$ cat src/rtl/ula_mc.sv
// Multi-cycle ALU with valid/ready handshake on both sides and registered result/flags.
// Define ULA_MC_MUL_EN to build the WIDTH-cycle shift-add multiplier for opcode 4.
module ula_mc #(
  parameter int unsigned WIDTH = 8
) (
  input  logic             clock,
  input  logic             reset,
  input  logic [2:0]       control,
  input  logic [WIDTH-1:0] A,
  input  logic [WIDTH-1:0] B,
  input  logic             in_valid,
  output logic             in_ready,
  output logic [WIDTH-1:0] out,
  output logic             out_valid,
  input  logic             out_ready,
  output logic             zero,
  output logic             carry,
  output logic             overflow
);

`ifdef ULA_MC_MUL_EN
  typedef enum logic [1:0] {IDLE = 2'd0, BUSY = 2'd1, DONE = 2'd2} state_t;

  localparam int unsigned CNT_W = $clog2(WIDTH);
  localparam logic [CNT_W-1:0] CNT_LAST = CNT_W'(WIDTH - 1);

  logic [2*WIDTH-1:0] mcand_q, mcand_d;
  logic [WIDTH-1:0]   mplier_q, mplier_d;
  logic [2*WIDTH-1:0] acc_q, acc_d, acc_nxt;
  logic [CNT_W-1:0]   cnt_q, cnt_d;
`else
  typedef enum logic {IDLE = 1'b0, DONE = 1'b1} state_t;
`endif

  state_t           state_q, state_d;
  logic [WIDTH-1:0] out_q, out_d;
  logic             zero_q, zero_d;
  logic             carry_q, carry_d;
  logic             ovf_q, ovf_d;

  logic [WIDTH:0]   sum;
  logic [WIDTH-1:0] alu_res;
  logic             alu_carry;

  // Single-cycle operations; opcode 4 lands in the default arm so it yields 0 when no multiplier exists.
  always_comb begin
    sum       = {1'b0, A} + {1'b0, B};
    alu_res   = '0;
    alu_carry = 1'b0;
    case (control)
      3'd0: alu_res = A & B;
      3'd1: alu_res = A | B;
      3'd2: begin
        alu_res   = sum[WIDTH-1:0];
        alu_carry = sum[WIDTH];
      end
      3'd3: begin
        alu_res   = A - B;
        alu_carry = (A < B);
      end
      3'd5: alu_res = {{(WIDTH-1){1'b0}}, (A < B)};
      3'd6: alu_res = ~(A | B);
      default: alu_res = '0;
    endcase
  end

  always_comb begin
    state_d = state_q;
    out_d   = out_q;
    zero_d  = zero_q;
    carry_d = carry_q;
    ovf_d   = ovf_q;
`ifdef ULA_MC_MUL_EN
    mcand_d  = mcand_q;
    mplier_d = mplier_q;
    acc_d    = acc_q;
    cnt_d    = cnt_q;
    acc_nxt  = acc_q + (mplier_q[0] ? mcand_q : '0);
`endif
    case (state_q)
      IDLE: begin
        if (in_valid) begin
`ifdef ULA_MC_MUL_EN
          if (control == 3'd4) begin
            mcand_d  = {{WIDTH{1'b0}}, A};
            mplier_d = B;
            acc_d    = '0;
            cnt_d    = '0;
            state_d  = BUSY;
          end else
`endif
          begin
            out_d   = alu_res;
            zero_d  = (alu_res == '0);
            carry_d = alu_carry;
            ovf_d   = 1'b0;
            state_d = DONE;
          end
        end
      end
`ifdef ULA_MC_MUL_EN
      // One multiplier bit per cycle; the last bit's partial sum is folded straight into the result.
      BUSY: begin
        acc_d    = acc_nxt;
        mcand_d  = mcand_q << 1;
        mplier_d = mplier_q >> 1;
        cnt_d    = cnt_q + 1'b1;
        if (cnt_q == CNT_LAST) begin
          out_d   = acc_nxt[WIDTH-1:0];
          zero_d  = (acc_nxt[WIDTH-1:0] == '0);
          carry_d = 1'b0;
          ovf_d   = |acc_nxt[2*WIDTH-1:WIDTH];
          state_d = DONE;
        end
      end
`endif
      DONE: begin
        if (out_ready) state_d = IDLE;
      end
      default: state_d = IDLE;
    endcase
  end

  always_ff @(posedge clock) begin
    if (reset) begin
      state_q  <= IDLE;
      out_q    <= '0;
      zero_q   <= 1'b1;
      carry_q  <= 1'b0;
      ovf_q    <= 1'b0;
`ifdef ULA_MC_MUL_EN
      mcand_q  <= '0;
      mplier_q <= '0;
      acc_q    <= '0;
      cnt_q    <= '0;
`endif
    end else begin
      state_q  <= state_d;
      out_q    <= out_d;
      zero_q   <= zero_d;
      carry_q  <= carry_d;
      ovf_q    <= ovf_d;
`ifdef ULA_MC_MUL_EN
      mcand_q  <= mcand_d;
      mplier_q <= mplier_d;
      acc_q    <= acc_d;
      cnt_q    <= cnt_d;
`endif
    end
  end

  assign in_ready  = (state_q == IDLE);
  assign out_valid = (state_q == DONE);
  assign out       = out_q;
  assign zero      = zero_q;
  assign carry     = carry_q;
  assign overflow  = ovf_q;

endmodule

$ cat config.mk
export PLATFORM = sky130hd
export DESIGN_NAME = ula_mc
export DESIGN_NICKNAME = d
export VERILOG_FILES = /design/src/rtl/ula_mc.sv
export SDC_FILE = /design/constraint.sdc
export NUM_CORES = 1
export LEC_CHECK = 0
export CAP_MARGIN = 20
export CORE_ASPECT_RATIO = 0.6
export CORE_MARGIN = 3
export CORE_UTILIZATION = 43
export DETAILED_ROUTE_END_ITERATION = 10
export HOLD_SLACK_MARGIN = 0.05
export PLACE_DENSITY = 0.81
export SYNTH_ARGS = -nofsm -noshare
export SYNTH_HDL_FRONTEND = slang
export SYNTH_SLANG_ARGS = --single-unit
$ cat constraint.sdc
create_clock -name clock -period 3.35 [get_ports clock]
set_input_delay 0.67 -clock clock [delete_from_list [all_inputs] [get_ports clock]]
set_output_delay 0.67 -clock clock [all_outputs]
set_load 0.03 [all_outputs]
Yosys cells after proc, flatten, opt, wreduce, memory -nomap -nowiden
Cells that the tools add are included.
W data, S select, Z words.
- input bits: 23
- register bits after elaboration: 11
- output and inout port bits: 13
- add/sub/neg operators: 2
- reductions and logical operators: 3
- bitwise gates (word level): 4
- muxes and demuxes: 5
- equal/unequal tests: 5
- order comparisons: 1
- operator list (cell ; count):
    $pmux W8 S6 ; 1
    $add A8 B8 Y9 ; 1
    $and A8 B8 Y8 ; 1
    $logic_not A8 Y1 ; 1
    $lt A8 B8 Y1 ; 1
    $not A8 Y8 ; 1
    $or A8 B8 Y8 ; 1
    $sub A8 B8 Y8 ; 1
    $eq A3 B2 Y1 const B ; 2
    $eq A3 B3 Y1 const B ; 2
    $pmux W1 S2 ; 2
    $eq A3 B1 Y1 const B ; 1
    $logic_not A3 Y1 ; 1
    $mux W1 ; 2
    $reduce_and A2 Y1 ; 1
    $not A1 Y1 ; 1

Longest topological paths before layout
Gate-level depths: netlist of run 1.
- depth after elaboration: 4
- depth in mapped cells: 10
- depth with buffers taken out: 10

Worst setup path before layout of run 1
No wires, ideal clock.
- path kind: input to register
- from: in A[0]
- to: reg zero_q (netlist: zero)
- library setup time: 84 ps
- arrival: 2525 ps
- required time: 3266 ps
- stages: 10
- setup slack: 741 ps
- cell sequence: inv_1 ha_1 inv_1 fa_1 nor2b_1 o31ai_1 o221ai_1 a2111oi_0 nand4_1 o31ai_2
- word-level cells in the longest chain between the ends: 4
- ends and longest elaborated chain (item ; RTL line ; text):
    start: declaration ; 9 ; input logic [WIDTH-1:0] A,
    branches (longest 2 deep; another with $sub A8 B8 Y8) ; n/a ;
    $pmux W8 S6 * ; 50 ; case (control)
    $logic_not A8 Y1 * ; 94 ; zero_d = (alu_res == '0);
    end signal: assignment ; 140 ; zero_q <= zero_d;
    end: declaration ; 37 ; logic zero_q, zero_d;
Every way passes the cells marked *.
A chain may end at the register's enable or synchronous reset.

Final worst setup path of run 1
- from: in B[0]
- to: reg zero_q (netlist: zero)
- word-level cells in the longest chain between the ends: 4
- ends and longest elaborated chain (item ; RTL line ; text):
    start: declaration ; 10 ; input logic [WIDTH-1:0] B,
    branches (longest 2 deep; another with $sub A8 B8 Y8) ; n/a ;
    $pmux W8 S6 * ; 50 ;
    $logic_not A8 Y1 * ; 94 ;
Marked as above.

==> results of run 1 <==
## worst min-delay path by stage
stage / from / to
final: out[2] / out[2]
after global routing: out[2] / out[2]
after CTS: out[2] / out[2]
after detailed placement: out[2] / out[2]
after global placement: out[2] / out[2]
after floorplan: out[2] / out[2]
## logic make-up after synthesis
kind of cell / Yosys count
mux: 4
fa+ha+maj: 27
xor+xnor: 2
other cells: 1
compound gates: 67
buf+inv: 38
simple gates: 67
flops: 11
## what timing repair did
action,CTS,global route
gates resized for setup,0,1
setup buffers,0,0
setup endpoints to repair,0,1
hold buffers,0,0
## power groups by stage
stage | clock (uW) | sequential, uW | combinational (uW)
final | 138 | 149 | 287
after floorplan | 0 | 173 | 163
after detailed placement | 0 | 152 | 279
after global placement | 0 | 151 | 273
after global routing | 149 | 150 | 310
after CTS | 138 | 149 | 281
## area by class of cell
cell class | count | area, sq um | area share [%]
inverter | 28 | 105 | 5.10
clock buffer | 4 | 45.0 | 2.19
tap | 45 | 56.3 | 2.73
sequential | 11 | 220 | 10.7
timing repair buffer | 35 | 348 | 16.9
multi-input combinational | 168 | 1290 | 62.4
## metrics by stage
stage          setup TNS (ns)  util, %  setup slack (ns)  hold slack, ns
2_1_floorplan               0        -             0.741           0.584
3_3_place_gp                0     57.8             0.139           0.449
3_5_place_dp           -0.126     57.8            -0.126           0.455
6_report                    0     59.2             0.178           0.455
4_1_cts                     0     59.1             0.130           0.462
5_1_grt                     0     59.2            0.0794           0.506
## placed cells by master, fill, tap and decap left out, types with 3 or more instances in the layout
cell type / n
a21oi_1: 15
nand2_1: 7
a211oi_1: 6
o211ai_1: 4
nand2b_1: 7
nand3_1: 7
nor2_1: 13
clkbuf_8: 3
dfxtp_1: 11
ha_1: 25
nor3_1: 7
o21a_1: 3
o21ai_0: 8
a31oi_1: 3
a22oi_1: 3
mux2i_1: 4
nor3b_1: 3
a32o_1: 3
inv_1: 28
clkdlybuf4s50_1: 34
nor2b_1: 5
## sequential cells by signal, indices dropped and copies added (netlist names)
| name | cells |
|---|---|
| carry | 1 |
| out | 8 |
| out_valid | 1 |
| zero | 1 |
## routing by layer
metal	up-vias	global-route usage [%]	part of all wire, %
met5	-	0	0
met3	13	5.11	11
met1	800	28.7	46
met2	102	31.9	42
met4	0	3.63	1.0
li1	848	-	-
## worst min-delay path: stages, from the launching register on
cell     delay, ns
dfxtp_1       0.30
nand2_1       0.05
a21oi_1       0.05
==> flow_metrics.py, run 1 <==
metrics = {
    "outcome": {
        "outcome": "finished, final reports clean",
    },
    "clock_network": {
        "htree_levels": 1,
        "insertion_delay_ns": 0.25,
        "numCtsBuffers": 3,
        "clock_sinks": 11,
        "clk_pin_slew_worst_paths_ns": 0.05,
        "cts-root-buf": "clkbuf_8",
        "cts_tree": "yes",
        "clk_path_buf_depth": 2,
    },
    "placed_design": {
        "dpl_cell_area_sq_um": 2010,
        "dpl.hpwl_microns": 3800,
        "routabilityCongestion": 1.01,
        "port_buffers": 34,
        "place_inst": 287,
    },
    "timing": {
        "max_slew_margin_pct": 41.4,
        "hold_violations": 0,
        "finalClockSkew_ns": 0.00522,
        "report.final.slew_viol_count": 0,
        "timing.final.crit_share_pct": 94.7,
        "setup_viol_count_final": 0,
        "max_freq_ghz": 0.315,
        "min_period_ns": 3.17,
        "rsz0062_at_grt": "false",
        "worstMarginPinSlew_ns": 0.878,
    },
    "synthesis": {
        "ys_types": 60,
        "synth_seq_area_share_pct": 13.2,
        "synthAdderAreaFrac_pct": 21.1,
        "ys_seq_elements": 11,
        "async_flop_share_pct": 0,
        "synth_top_area_share_pct": 18.7,
        "synth_compound_area_share_pct": 28.7,
        "ys_top_cells_by_area": "ha_1 (19%), dfxtp_1 (13%), inv_1 (6.3%)",
        "synth_area_sq_um": 1670,
        "muxShareOfSynthArea_pct": 2.39,
        "synthSimpleGateAreaFrac_pct": 23.3,
        "ys_warn_count": 0,
        "synthFlopType": "dfxtp_1",
        "synth_xor_area_share_pct": 1.05,
        "yosysMostFrequentCell": "inv_1",
        "synth_top_area_cell": "ha_1",
        "syn_nets": 267,
        "synth_edf_count": 0,
        "yosys-top-cells-count": "inv_1 (28), ha_1 (25), a21oi_1 (15)",
        "synth_top_family_by_area": "compound AO/OA/AOI/OAI gates",
        "netlist_instances": 217,
        "syn_avg_cell_area_sq_um": 7.71,
    },
    "worst_setup_path": {
        "crit_family": "compound AO/OA/AOI/OAI gates",
        "r2r_cells": 6,
        "path_cells": "clkdlybuf4s50_1 -> ha_1 -> inv_1 -> fa_1 -> nor2b_1 -> o31ai_1 -> o221ai_1 -> a2111oi_1 -> nand4_1 -> o31ai_2",
        "cp-start-kind": "input port",
        "crit_arrival_ns": 3.33,
        "cp_slowest_cell": "clkdlybuf4s50_1",
        "crit_end": "zero",
        "crit_path_end_kind": "register",
        "r2r-end": "zero",
        "rrSetupSlack_ns": 1.54,
        "crit_type": "in -> reg",
        "crit_cells": 10,
        "timing.rr.start": "out_valid",
        "required_ns": 3.51,
        "worst-path-buf-inv": 2,
        "startpoint": "B[0]",
        "critPathMaxStageDelay_ns": 0.55,
        "crit_fanout": 4,
    },
    "job": {
        "drv_cap": 0,
    },
    "cells_and_area": {
        "finalNetCount": 297,
        "n_antenna_cell": 0,
        "layout-area-overhead-vs-synth_pct": 23.1,
        "final_area_sq_um": 2060,
        "fillers": 311,
        "drive_above_1_share_pct": 4.07,
        "final_cells": 291,
    },
    "global_route": {
        "grt.total_usage_pct": 20.4,
        "grt_first_pass_wirelength_microns": 7480,
        "overflow": 0,
        "grt_pass1_vias": 1534,
        "antenna_found_initial": 0,
        "grt_max_degree": 18,
    },
    "die": {
        "die_area_sq_um": 4700,
        "rows": 16,
        "core_region_area_sq_um": 3480,
        "die_w_microns": 86.6,
        "initial_core_util_pct": 48.1,
        "io_pins": 36,
        "die_y_microns": 54.3,
    },
    "detailed_routing": {
        "ant_nets": 0,
        "via_count": 1763,
        "drt_iter0_markers": 237,
        "first_pass_iters": 6,
        "wl_microns": 4800,
        "drc_errors": 0,
        "post_drt_wl_per_cell_microns": 16.5,
        "drt-vias-per-instance": 6.06,
    },
    "power_and_ir_drop": {
        "power_frac_comb_pct": 50.0,
        "switching_share_pct": 39.3,
        "leakage_uw": 0.000900,
        "p_per_area_nw_per_um2": 279,
        "switchingPower_uw": 226,
        "seq_power_share_pct": 26.0,
        "finalPower_uw": 574,
        "ir_worst_vdd_uv": 228,
        "power_frac_clock_pct": 24.0,
        "p_int_uw": 348,
    },
    "min_path": {
        "min_path_type": "reg -> reg",
        "hold_depth": 2,
    },
}
(Power assumes the default switching activity.)
==> run 2, diff against run 1 <==
Settings changed: ABC_AREA from default to 1, PLACE_DENSITY 0.81 to 0.84, SKIP_CTS_REPAIR_TIMING from default to 1.
Clock period 3.35 ns to 2.9 ns, I/O delays scaled along.
==> run 2 against run 1 <==
  * Count of clock-buffer cells in the layout did not move
  * First-iteration DRC count fell by 28%
  * Critical path depth rose by 3
  * Synthesized cell count rose by 28%
  * Global-route usage fell by 0.98 points
  * Critical path type unchanged
  * Largest cell class unchanged
  * Highest routed layer unchanged
==> flow_metrics.py, run 2 <==
metrics = {
    "outcome": {
        "outcome": "finished, final reports clean",
    },
    "detailed_routing": {
        "post_drt_wl_per_cell_microns": 12.1,
        "drt-vias-per-instance": 5.14,
        "drt_iter0_markers": 170,
        "first_pass_iters": 4,
        "drc_errors": 0,
        "wl_microns": 4270,
        "via_count": 1820,
        "ant_nets": 0,
    },
    "placed_design": {
        "port_buffers": 34,
        "pre_cts_slack_ns": 0.165,
        "routabilityCongestion": 0.947,
        "place_inst": 350,
        "dpl.hpwl_microns": 3590,
    },
    "global_route": {
        "grt.total_usage_pct": 19.4,
        "overflow": 0,
        "grt_first_pass_wirelength_microns": 7240,
        "antenna_found_initial": 0,
        "grt_max_degree": 15,
        "grt_pass1_vias": 1582,
    },
    "worst_setup_path": {
        "cp_slowest_cell": "clkdlybuf4s50_1",
        "critPathMaxStageDelay_ns": 0.48,
        "worst-path-buf-inv": 2,
        "path_cells": "clkdlybuf4s50_1 -> ha_1 -> fa_1 -> nand2_1 -> nand2_1 -> nand3b_1 -> nand2_1 -> nand2_1 -> nand2_1 -> a21oi_1 -> nor2_1 -> o21ai_0 -> inv_1",
        "crit_cells": 13,
        "r2r_cells": 9,
        "r2r-end": "zero",
        "cp-start-kind": "input port",
        "cp_common_cell": "nand2_1",
        "required_ns": 3.03,
        "crit_family": "adder cells",
        "rrSetupSlack_ns": 1.44,
        "crit_arrival_ns": 2.65,
        "crit_path_end_kind": "register",
        "timing.rr.start": "out_valid",
        "crit_type": "in -> reg",
        "crit_fanout": 4,
    },
    "timing": {
        "setup_viol_count_final": 0,
        "max_freq_ghz": 0.396,
        "rsz0062_at_grt": "false",
        "timing.final.crit_share_pct": 87.1,
        "finalClockSkew_ns": 0.000869,
        "hold_violations": 0,
        "worst_slack_ns": 0.375,
        "setup_tns_ns": 0,
        "report.final.slew_viol_count": 0,
        "min_period_ns": 2.53,
    },
    "cells_and_area": {
        "fillers": 353,
        "multi_input_area_sq_um": 1200,
        "final_cell_mix": "nand2_1 (65), inv_1 (49), nand3_1 (37)",
        "n_antenna_cell": 0,
        "finalNetCount": 360,
        "layout-area-overhead-vs-synth_pct": 23.4,
        "final-seq-area_sq_um": 220,
        "final_cells": 354,
        "final_common_cell": "nand2_1",
        "largest_reg_flops": 8,
        "drive_above_1_share_pct": 3.88,
    },
    "synthesis": {
        "synth_seq_area_share_pct": 13.2,
        "yosys-top-cells-count": "nand2_1 (65), inv_1 (49), nand3_1 (37)",
        "yosysMostFrequentCell": "nand2_1",
        "ys_types": 30,
        "synth_top_area_cell": "ha_1",
        "synth_top_area_share_pct": 18.8,
        "async_flop_share_pct": 0,
        "syn_avg_cell_area_sq_um": 5.99,
        "synth_edf_count": 0,
        "synth_area_sq_um": 1670,
        "ys_seq_elements": 11,
        "ys_top_cells_by_area": "ha_1 (19%), nand2_1 (15%), dfxtp_1 (13%)",
        "ys_warn_count": 0,
        "syn_nets": 328,
        "netlist_instances": 278,
        "synthFlopType": "dfxtp_1",
    },
    "clock_network": {
        "clock_sinks": 11,
        "clk_path_buf_depth": 2,
        "insertion_delay_ns": 0.23,
        "clk_pin_slew_worst_paths_ns": 0.05,
        "numCtsBuffers": 3,
        "cts-root-buf": "clkbuf_8",
        "cts_tree": "yes",
        "htree_levels": 1,
    },
    "die": {
        "io_pins": 36,
        "initial_core_util_pct": 47.8,
        "die_area_sq_um": 4680,
        "die_w_microns": 86.3,
        "die_y_microns": 54.2,
        "rows": 16,
        "core_region_area_sq_um": 3480,
    },
    "min_path": {
        "hold_depth": 2,
        "hold_path_startpoint": "zero",
        "hold_end": "zero",
        "min_path_type": "reg -> reg",
    },
    "power_and_ir_drop": {
        "leakage_uw": 0.00112,
        "p_per_area_nw_per_um2": 310,
        "ir_worst_vdd_uv": 261,
    },
    "job": {
        "drv_cap": 0,
    },
}
run 2: changes by cell type after synthesis, moves of 5 or more:
| cell | previous run | this run |
|---|---|---|
| a211oi_1 | 6 | 1 |
| a21oi_1 | 15 | 9 |
| inv_1 | 28 | 49 |
| nand2_1 | 7 | 65 |
| nand2b_1 | 7 | 0 |
| nand3_1 | 7 | 37 |
| nor2_1 | 13 | 36 |
| nor2b_1 | 5 | 0 |
| nor3_1 | 7 | 2 |
run 2: cell type report:
| type | instances | share of cell area [%] |
|---|---|---|
| inverters | 51 | 9.31 |
| clock buffers | 4 | 2.19 |
| well taps | 45 | 2.74 |
| flip-flops and latches | 11 | 10.7 |
| multi-input cells | 209 | 58.5 |
| repair buffers | 34 | 16.6 |
run 2: cells by family (layout without fill, tap and decap cells):
logic type,count (synthesis),count (layout),share of synthesized area (%)
AND/OR/NAND/NOR,152,152,40.2
buffers and inverters,58,89,14.6
adder cells (fa/ha/maj),27,27,21.2
AO/OA/AOI/OAI,26,26,8.79
flip-flops,11,11,13.2
multiplexers,3,3,1.80
other,1,1,0.225
run 2: stage by stage:
stage | power [uW] | util [%] | hold slack (ns) | instance area, sq um
after floorplan | 383 | - | 0.656 | 1670
after global placement | 482 | 57.7 | 0.454 | 2010
after detailed placement | 487 | 57.7 | 0.454 | 2010
after CTS | 636 | 59.0 | 0.466 | 2060
after global routing | 686 | 59.0 | 0.498 | 2060
final | 638 | 59.0 | 0.462 | 2060
run 2: worst reg2reg max path, cell delays in order, from the launching register on:
cell,delay (ns)
dfxtp_1,0.30
inv_1,0.08
nand2_1,0.17
inv_1,0.34
nand3_1,0.14
nor2_1,0.12
nand2_1,0.06
nor2_1,0.09
nand2_1,0.06
nand2_1,0.05
run 2: per-layer routing:
layer  GRT usage [%]  up-vias  routed length (microns)
li1                -      935                        -
met1            29.0      818                     2160
met2            29.9       65                     1720
met3            2.91        2                      369
met4            2.33        0                       21
met5               0        -                        0
run 2: power breakdown:
group          internal, uW  total, uW  switching [uW]  leakage, uW
registers               165        171            6.45    0.0000911
logic                   124        318             193      0.00101
clock network          96.1        149            52.7    0.0000228
total                   385        638             253      0.00112
run 2: worst max-delay path by stage:
stage	to	from	slack, ns
finish	carry	B[0]	0.37
detailed placement	carry	B[0]	0.16
floorplan	carry	A[0]	0.89
global placement	carry	B[0]	0.17
global route	carry	B[0]	0.14
CTS	carry	B[0]	0.39
